<file path="src/rtl/dbus_pkg.sv">
// Shared data-bus request/response payload types for the pipeline-to-memory path.
package dbus_pkg;

   localparam int unsigned ADDR_W = 32;
   localparam int unsigned DATA_W = 64;
   localparam int unsigned STRB_W = DATA_W / 8;

   typedef enum logic [1:0] {
      MSIZE1 = 2'd0,
      MSIZE2 = 2'd1,
      MSIZE4 = 2'd2,
      MSIZE8 = 2'd3
   } msize_t;

   typedef struct packed {
      logic              valid;
      logic [ADDR_W-1:0] addr;
      msize_t            size;
      logic [STRB_W-1:0] strobe;
      logic [DATA_W-1:0] data;
   } dbus_req_t;

   typedef struct packed {
      logic              addr_ok;
      logic              data_ok;
      logic [DATA_W-1:0] data;
   } dbus_resp_t;

endpackage

</file>
<file path="src/rtl/dbus_arbiter.sv">
// Two-port data-bus arbiter: fetch (port 0) and memory stage (port 1) share one master port.
// Define DBUS_ARB_RR_EN for round-robin; default is fixed priority with port 1 winning.
module dbus_arbiter
   import dbus_pkg::*;
(
   input  logic       clk,
   input  logic       reset,
   input  dbus_req_t  req0,
   output dbus_resp_t resp0,
   input  dbus_req_t  req1,
   output dbus_resp_t resp1,
   output dbus_req_t  mreq,
   input  dbus_resp_t mresp,
   output logic       owner,
   output logic       busy
);

   typedef enum logic {
      IDLE = 1'b0,
      BUSY = 1'b1
   } state_e;

   state_e    state_q, state_d;
   dbus_req_t hold_q, hold_d;
   logic      owner_q, owner_d;
   logic      last_q, last_d;
   logic      winner_c;

   // Winner selection, evaluated only when at least one port is requesting.
   always_comb begin
`ifdef DBUS_ARB_RR_EN
      if (req0.valid && req1.valid) begin
         winner_c = ~last_q;
      end else begin
         winner_c = req1.valid;
      end
`else
      winner_c = req1.valid;
`endif
   end

   always_ff @(posedge clk or posedge reset) begin
      if (reset) begin
         state_q <= IDLE;
         hold_q  <= '0;
         owner_q <= 1'b0;
         last_q  <= 1'b1;
      end else begin
         state_q <= state_d;
         hold_q  <= hold_d;
         owner_q <= owner_d;
         last_q  <= last_d;
      end
   end

   // Next state: grant latches the request; hold stays frozen until data_ok.
   always_comb begin
      state_d = state_q;
      hold_d  = hold_q;
      owner_d = owner_q;
      last_d  = last_q;
      case (state_q)
         IDLE: begin
            if (req0.valid || req1.valid) begin
               state_d      = BUSY;
               hold_d       = winner_c ? req1 : req0;
               hold_d.valid = 1'b1;
               owner_d      = winner_c;
               last_d       = winner_c;
            end
         end
         BUSY: begin
            if (mresp.data_ok) begin
               state_d = IDLE;
            end
         end
         default: state_d = IDLE;
      endcase
   end

   // Bus-side outputs derive from registers and mresp only, never from req*.
   always_comb begin
      mreq  = '0;
      resp0 = '0;
      resp1 = '0;
      if (state_q == BUSY) begin
         mreq       = hold_q;
         mreq.valid = 1'b1;
         if (owner_q) begin
            resp1 = mresp;
         end else begin
            resp0 = mresp;
         end
      end
   end

   assign busy  = (state_q == BUSY);
   assign owner = owner_q;

endmodule

</file>
<file path="config.mk">
export PLATFORM = sky130hd
export DESIGN_NAME = dbus_arbiter
export DESIGN_NICKNAME = d
export VERILOG_FILES = /design/src/rtl/dbus_pkg.sv /design/src/rtl/dbus_arbiter.sv
export SDC_FILE = /design/constraint.sdc
export NUM_CORES = 1
export LEC_CHECK = 0
export ABC_AREA = 1
export ABC_CLOCK_PERIOD_IN_PS = 4400
export CAP_MARGIN = 10
export CORE_AREA = 3 3 201 203
export DETAILED_ROUTE_END_ITERATION = 10
export DIE_AREA = 0 0 204 206
export GPL_ROUTABILITY_DRIVEN = 0
export PLACE_DENSITY = 0.48
export SYNTH_ARGS = -nofsm -noshare
export SYNTH_HDL_FRONTEND = slang
export SYNTH_SLANG_ARGS = --single-unit
</file>
<file path="constraint.sdc">
create_clock -name clk -period 4.4 [get_ports clk]
set_input_delay 0.44 -clock clk [delete_from_list [all_inputs] [get_ports clk]]
set_output_delay 0.44 -clock clk [all_outputs]
set_load 0.02 [all_outputs]
</file>
## After elaboration in Yosys (flattened, before gate mapping)

Cells that the tools add are included.

| operators by class | value |
|---|---|
| muxes and demuxes | 9 |
| bitwise logic cells | 1 |
| reductions and logical operators | 2 |

Operator list:

| cell | count |
|---|---|
| two-way mux 66 bit | 4 |
| two-way mux 107 bit | 1 |
| two-way mux 106 bit | 1 |
| two-way mux 1 bit | 2 |
| one-hot mux 1 bit (2 select lines) | 1 |
| AND reduction 2 bit | 1 |
| logical OR 1 bit | 1 |
| inverter 1 bit | 1 |

| word-level totals | value |
|---|---|
| register bits | 108 |
| input port bits | 282 |

## Longest topological paths before layout

Gate-level depths: netlist of run 1.

| logic depth | value |
|---|---|
| depth in word-level cells | 3 |
| mapped depth | 8 |

## Least setup slack after synthesis of run 1

No wires, ideal clock.

| timing path | value |
|---|---|
| path kind | reg-to-output |
| start | register state_q (netlist: busy) |
| end | output resp0[23] (netlist bit) |
| data arrival time | 1.507 ns |
| data required time | 3.960 ns |
| slack | 2.453 ns |
| cell stages (with the launch flop) | 7 |
| path through | dfrtp_1 > buf_4 > inv_4 > or2_1 > buf_4 > buf_6 > nor2_1 |

RTL lines:

| what | line | RTL |
|---|---|---|
| start: declaration | dbus_arbiter.sv:23 | `state_e state_q, state_d;` |
| start signal: assignment | dbus_arbiter.sv:49 | `state_q <= state_d;` |
| end: declaration | dbus_arbiter.sv:9 | `output dbus_resp_t resp0,` |

==> results of run 1 <==
[metal layers]
metal / vias up / routed length [µm]
li1: 4537 / -
met1: 4130 / 16000
met2: 358 / 19200
met3: 40 / 3380
met4: 8 / 539
met5: - / 55
[where the power goes]
group | leakage (µW) | total, µW | switching (µW) | internal (µW)
logic | 0.00560 | 3770 | 2170 | 1610
registers | 0.00134 | 1570 | 203 | 1370
clock network | 0.000138 | 830 | 431 | 399
total | 0.00708 | 6170 | 2800 | 3370
[cell usage in the layout, fill, tap and decap left out]
cell type and instances:
inv_4 3, inv_8 1, inv_1 172, buf_16 1
nor2_1 132, clkdlybuf4s50_1 521, buf_12 2, o211ai_1 1
clkinv_2 1, dfrtp_1 107, buf_4 7, or2_2 1
nand2_1 638, clkbuf_1 1, nand2_2 1, nand3_1 106
clkinvlp_4 1, nand2_4 3, dfrtp_4 1, clkinv_8 1
inv_6 2, clkbuf_16 9
[per-stage QoR]
stage,power (µW),hold slack [ns],area (µm²)
floorplan,3520,0.478,7250
global placement,5380,0.493,12800
detailed placement,5400,0.494,12800
CTS,6290,0.516,13100
global route,6630,0.533,13100
finish,6170,0.510,13100
[critical path, stage by stage, from the launching register on]
cell and delay (ns):
dfrtp_4 0.45, nand2_2 0.52, buf_4 0.44, nor2_1 0.21, clkdlybuf4s50_1 0.65
[state kept, by name, indices dropped and copies added (netlist names)]
signal  count
busy        1
hold_q    106
owner       1
[path summary, 6_finish.rpt]
| path | start | to | cells after the start |
|---|---|---|---|
| min in group asynchronous | reset | hold_q[64] | 2 |
| hold / removal | hold_q[31] | hold_q[31] | 2 |
| hold reg to reg | hold_q[31] | hold_q[31] | 2 |
| max in group asynchronous | reset | hold_q[32] | 3 |
| setup / recovery | busy | resp1[40] | 4 |
| setup reg to reg | busy | hold_q[87] | 6 |
[area by class of cell]
class	count	area, µm²
Inverter	175	664
Clock inverter	6	57.6
Timing Repair Buffer	531	5340
Fill cell	4248	25500
Clock buffer	10	229
Tap cell	518	648
Multi-Input combinational cell	882	3470
Sequential cell	108	2710
[logic make-up after synthesis]
logic type             after synthesis  share of synthesized area
AO/OA/AOI/OAI                        1                    0.00104
AND/OR/NAND/NOR                    881                      0.477
buffers and inverters              258                      0.149
flip-flops                         108                      0.373
==> impl_metrics.json, run 1 <==
{
  "status": "finished, final reports clean",
  "portBuffers": 522,
  "cap_violations": 0,
  "grt_pass1_wl_mm": 56.4,
  "die_w_um": 204,
  "fin_tns_setup_ns": 0,
  "setup_slack_ns": 1.33,
  "path_max_fanout": 47,
  "drt_iter0_drc": 484,
  "vias": 9073,
  "clock_skew_ns": 0.0110,
  "dpl_worst_slack_ns": 1.61,
  "ctsHoldBuffers": 0,
  "clock_tree.root_cell": "clkbuf_16",
  "synth_ff_type": "dfrtp_1",
  "overflow": 0,
  "clockBufferDepth": 2,
  "fin_crit_ns": 3.07,
  "drive_above_1_share": 0.0199,
  "core_um2": 38600,
  "die_y_um": 206,
  "synth_top_area_cell": "dfrtp_1",
  "yosysWarnings": 0,
  "gr-usage-met2": 0.313,
  "start_util": 0.188,
  "wl_mm": 39.1,
  "area_delta_synth_final_pct": 80.9,
  "hold_viol": 0,
  "cts-buffers-inserted": 9,
  "synthTopCellsByCount": "639 x nand2_1, 173 x inv_1, 132 x nor2_1, 108 x dfrtp_1, 106 x nand3_1",
  "firstDrtPassIters": 5,
  "grt_max_degree": 107,
  "rows": 72,
  "startpoint_type": "flop",
  "busiest_layer": "met2",
  "synth_area_leaders": "dfrtp_1 37%, nand2_1 33%, inv_1 9.0%, nand3_1 7.3%, nor2_1 6.8%",
  "insertedDiodeCount": 0,
  "drc": 0,
  "utilization": 0.339,
  "io_pins": 523,
  "postCtsSetupRepairBufs": 0,
  "synth.most_common_cell": "nand2_1",
  "finalNonFillerCells": 2230,
  "worst-setup-path-type": "flop to output pin",
  "slew_violations": 0,
  "seq_area_frac_synth": 0.373,
  "ys_types": 15,
  "dieArea_um2": 42000,
  "ys_async_sr_fraction": 1.00,
  "cellPowerDensity_nw_per_um2": 471,
  "syn_nets": 1530,
  "cts_resized": 0,
  "worst_pin_slew_ns": 1.22,
  "synth_area_per_cell_um2": 5.81,
  "hp-class": "flop to flop",
  "arrival_ns": 2.63,
  "place_hpwl_mm": 29.5,
  "max-vdd-ir-drop_mv": 0.214,
  "synth_edf_count": 0,
  "cts_tree": "done",
  "rsz0062_at_grt": "no",
  "avgRoutedWirePerCell_um": 17.6,
  "use_met3": 0.0547,
  "dp.cells": 2213,
  "r2r_slack_ns": 2.21,
  "fin_crit_sh": 0.699,
  "fin_nets": 1989,
  "synth_cells": 1248,
  "synth_seq_cells": 108,
  "cp_data_required_time_ns": 3.96,
  "drtAntennaViolNets": 0,
  "synth_top_cell_area_share": 0.373,
  "slew_headroom": 0.190,
  "vias_per_cell": 4.07,
  "antenna_found_initial": 4,
  "worstSetupEndpointType": "output pin",
  "use_met1": 0.214,
  "syn_area_um2": 7250,
  "total_leakage_power_uw": 0.00708,
  "clkTransAtPathRegs_ns": 0.08,
  "clk_latency_ns": 0.36,
  "grt_pass1_vias": 8844,
  "gr-usage-all-layers": 0.177,
  "fmax_mhz": 325,
  "cts.sinks": 108,
  "setup_viol": 0,
  "htree_levels": 3
}
(Power assumes the default switching activity.)
==> run 2: changes to the inputs <==
--- a/config.mk
+++ b/config.mk
@@ -6,13 +6,13 @@
 export NUM_CORES = 1
 export LEC_CHECK = 0
 export ABC_AREA = 1
-export ABC_CLOCK_PERIOD_IN_PS = 4400
+export ABC_CLOCK_PERIOD_IN_PS = 2800
 export CAP_MARGIN = 10
 export CORE_AREA = 3 3 201 203
 export DETAILED_ROUTE_END_ITERATION = 10
 export DIE_AREA = 0 0 204 206
 export GPL_ROUTABILITY_DRIVEN = 0
-export PLACE_DENSITY = 0.48
+export PLACE_DENSITY = 0.49
 export SYNTH_ARGS = -nofsm -noshare
 export SYNTH_HDL_FRONTEND = slang
 export SYNTH_SLANG_ARGS = --single-unit
==> constraint.sdc (replaced) <==
create_clock -name clk -period 2.8 [get_ports clk]
set_input_delay 0.28 -clock clk [delete_from_list [all_inputs] [get_ports clk]]
set_output_delay 0.28 -clock clk [all_outputs]
set_load 0.02 [all_outputs]
==> run 2 against run 1 <==
Critical path depth grew 1. Clock power grew 70%. Routed wire length grew 0.18%. Register-to-register slack lost 1.1 ns. First-iteration DRC count grew 4.3%. Flip-flop and latch count is the same.
==> impl_metrics.json, run 2 (synthesis gave the netlist of run 1 again) <==
{
  "status": "finished, final reports clean",
  "postCtsSetupRepairBufs": 0,
  "setup_viol": 0,
  "fin_crit_sh": 0.946,
  "path_max_fanout": 39,
  "worst-setup-path-type": "flop to output pin",
  "fmax_mhz": 378,
  "gr-usage-all-layers": 0.177,
  "crit_family": "buffers and inverters",
  "cp_data_required_time_ns": 2.52,
  "io_pins": 523,
  "utilization": 0.344,
  "clkTransAtPathRegs_ns": 0.09,
  "power_frac_seq": 0.249,
  "dieArea_um2": 42000,
  "grt_max_degree": 109,
  "clk_latency_ns": 0.36,
  "drc": 0,
  "fillers": 4226,
  "firstDrtPassIters": 4,
  "clock_tree.root_cell": "clkbuf_16",
  "rows": 72,
  "grt_pass1_wl_mm": 56.6,
  "cts_resized": 0,
  "antenna_found_initial": 7,
  "rsz0062_at_grt": "no",
  "r2r_slack_ns": 1.15,
  "cts.sinks": 108,
  "die_w_um": 204,
  "power_frac_comb": 0.609,
  "cts_tree": "done",
  "slew_headroom": 0.459,
  "die_y_um": 206,
  "cap_violations": 0,
  "slowest_stage": "clkdlybuf4s50_1",
  "r2r-start": "busy",
  "vias_per_cell": 4.09,
  "core_um2": 38600,
  "worst_pin_slew_ns": 0.811,
  "start_util": 0.188,
  "ctsHoldBuffers": 0,
  "max-vdd-ir-drop_mv": 0.353,
  "overflow": 0,
  "place_hpwl_mm": 29.6,
  "wl_mm": 39.2,
  "largest_register_ffs": 106,
  "portBuffers": 522,
  "worstSetupEndpointType": "output pin",
  "fin_tns_setup_ns": 0,
  "startpoint_type": "flop",
  "cts-buffers-inserted": 9,
  "crit_start": "busy",
  "fin_nets": 1994,
  "hold_ws_ns": 0.416,
  "finalPower_uw": 9910,
  "drt_iter0_drc": 505,
  "htree_levels": 3,
  "p_sw_frac": 0.447,
  "reg2reg_depth": 6,
  "mostFrequentLayoutCell": "nand2_1",
  "finalNonFillerCells": 2235,
  "arrival_ns": 2.37,
  "clock_skew_ns": 0.0123,
  "vias": 9137,
  "cellPowerDensity_nw_per_um2": 744,
  "slew_violations": 0,
  "hold_viol": 0,
  "clkPwrFrac": 0.142,
  "drive_above_1_share": 0.0309,
  "avgRoutedWirePerCell_um": 17.5,
  "top_register": "hold_q",
  "hp-class": "input port to asynchronous set/reset pin",
  "internal-power_uw": 5480,
  "dp.cells": 2219,
  "p_switching_uw": 4430,
  "final_cell_mix": "638 x nand2_1, 507 x clkdlybuf4s50_1, 172 x inv_1, 132 x nor2_1, 107 x dfrtp_1",
  "cpPeakStageDelay_ns": 0.63,
  "drtAntennaViolNets": 0,
  "grt_pass1_vias": 8919,
  "total_leakage_power_uw": 0.00719,
  "reg2reg_to": "hold_q[77]",
  "area_delta_synth_final_pct": 83.7,
  "fin_crit_ns": 2.65,
  "clockBufferDepth": 2,
  "worst-path-buf-inv": 3,
  "crit_chain": "inv_4 > or2_2 > buf_12 > nor2_1 > clkdlybuf4s50_1"
}
==> run 2: cell count changes in the layout (fill, tap and decap cells not counted) <==
cell	change
buf_12	+15
clkdlybuf4s50_1	-14
buf_4	+5
clkinv_4	+2
buf_16	-1
bufinv_16	+1
clkbuf_1	-1
clkinv_2	-1
diode_2	+1
inv_4	-1
inv_6	-1
==> run 2: final cells by class <==
type / instances / area [µm²] / share of cell area
Antenna cell: 1 / 2.50 / 0.000188
Clock buffer: 9 / 225 / 0.0169
Clock inverter: 6 / 83.8 / 0.00630
Inverter: 175 / 666 / 0.0500
Multi-Input combinational cell: 882 / 3470 / 0.261
Sequential cell: 108 / 2710 / 0.203
Tap cell: 518 / 648 / 0.0487
Timing Repair Buffer: 536 / 5510 / 0.414
==> run 2: how the worst max path moves through the flow <==
| stage | to | cells past startpoint |
|---|---|---|
| floorplan | resp0[23] | 6 |
| global placement | resp0[45] | 5 |
| detailed placement | resp0[43] | 5 |
| CTS | resp0[43] | 5 |
| global route | resp0[9] | 5 |
| finish | resp0[43] | 5 |
==> run 2: worst min-delay path, delay by kind of cell <==
kind | cells | cell delay, ns
buffers and inverters | 3 | 0.95
==> run 2: metrics by stage <==
| stage | instance area, µm² | setup WS [ns] |
|---|---|---|
| 4_1_cts | 13300 | 0.119 |
| 5_1_grt | 13300 | 0.0316 |
| 2_1_floorplan | 7250 | 1.01 |
| 3_5_place_dp | 13000 | 0.519 |
| 6_report | 13300 | 0.151 |
| 3_3_place_gp | 13000 | 0.587 |
==> run 2: power groups by stage <==
stage,combinational (µW),clock [µW],sequential [µW]
6_report,6030,1410,2470
5_1_grt,6530,1530,2550
4_1_cts,6140,1480,2470
3_5_place_dp,6120,0,2490
3_3_place_gp,6100,0,2480
2_1_floorplan,3120,0,2420
==> run 2: per-layer routing <==
| metal | track usage | vias up | routed length, µm |
|---|---|---|---|
| li1 | - | 4543 | - |
| met1 | 0.215 | 4174 | 16100 |
| met2 | 0.307 | 359 | 18900 |
| met3 | 0.0501 | 49 | 3160 |
| met4 | 0.0487 | 12 | 1040 |
| met5 | 0 | - | 74 |
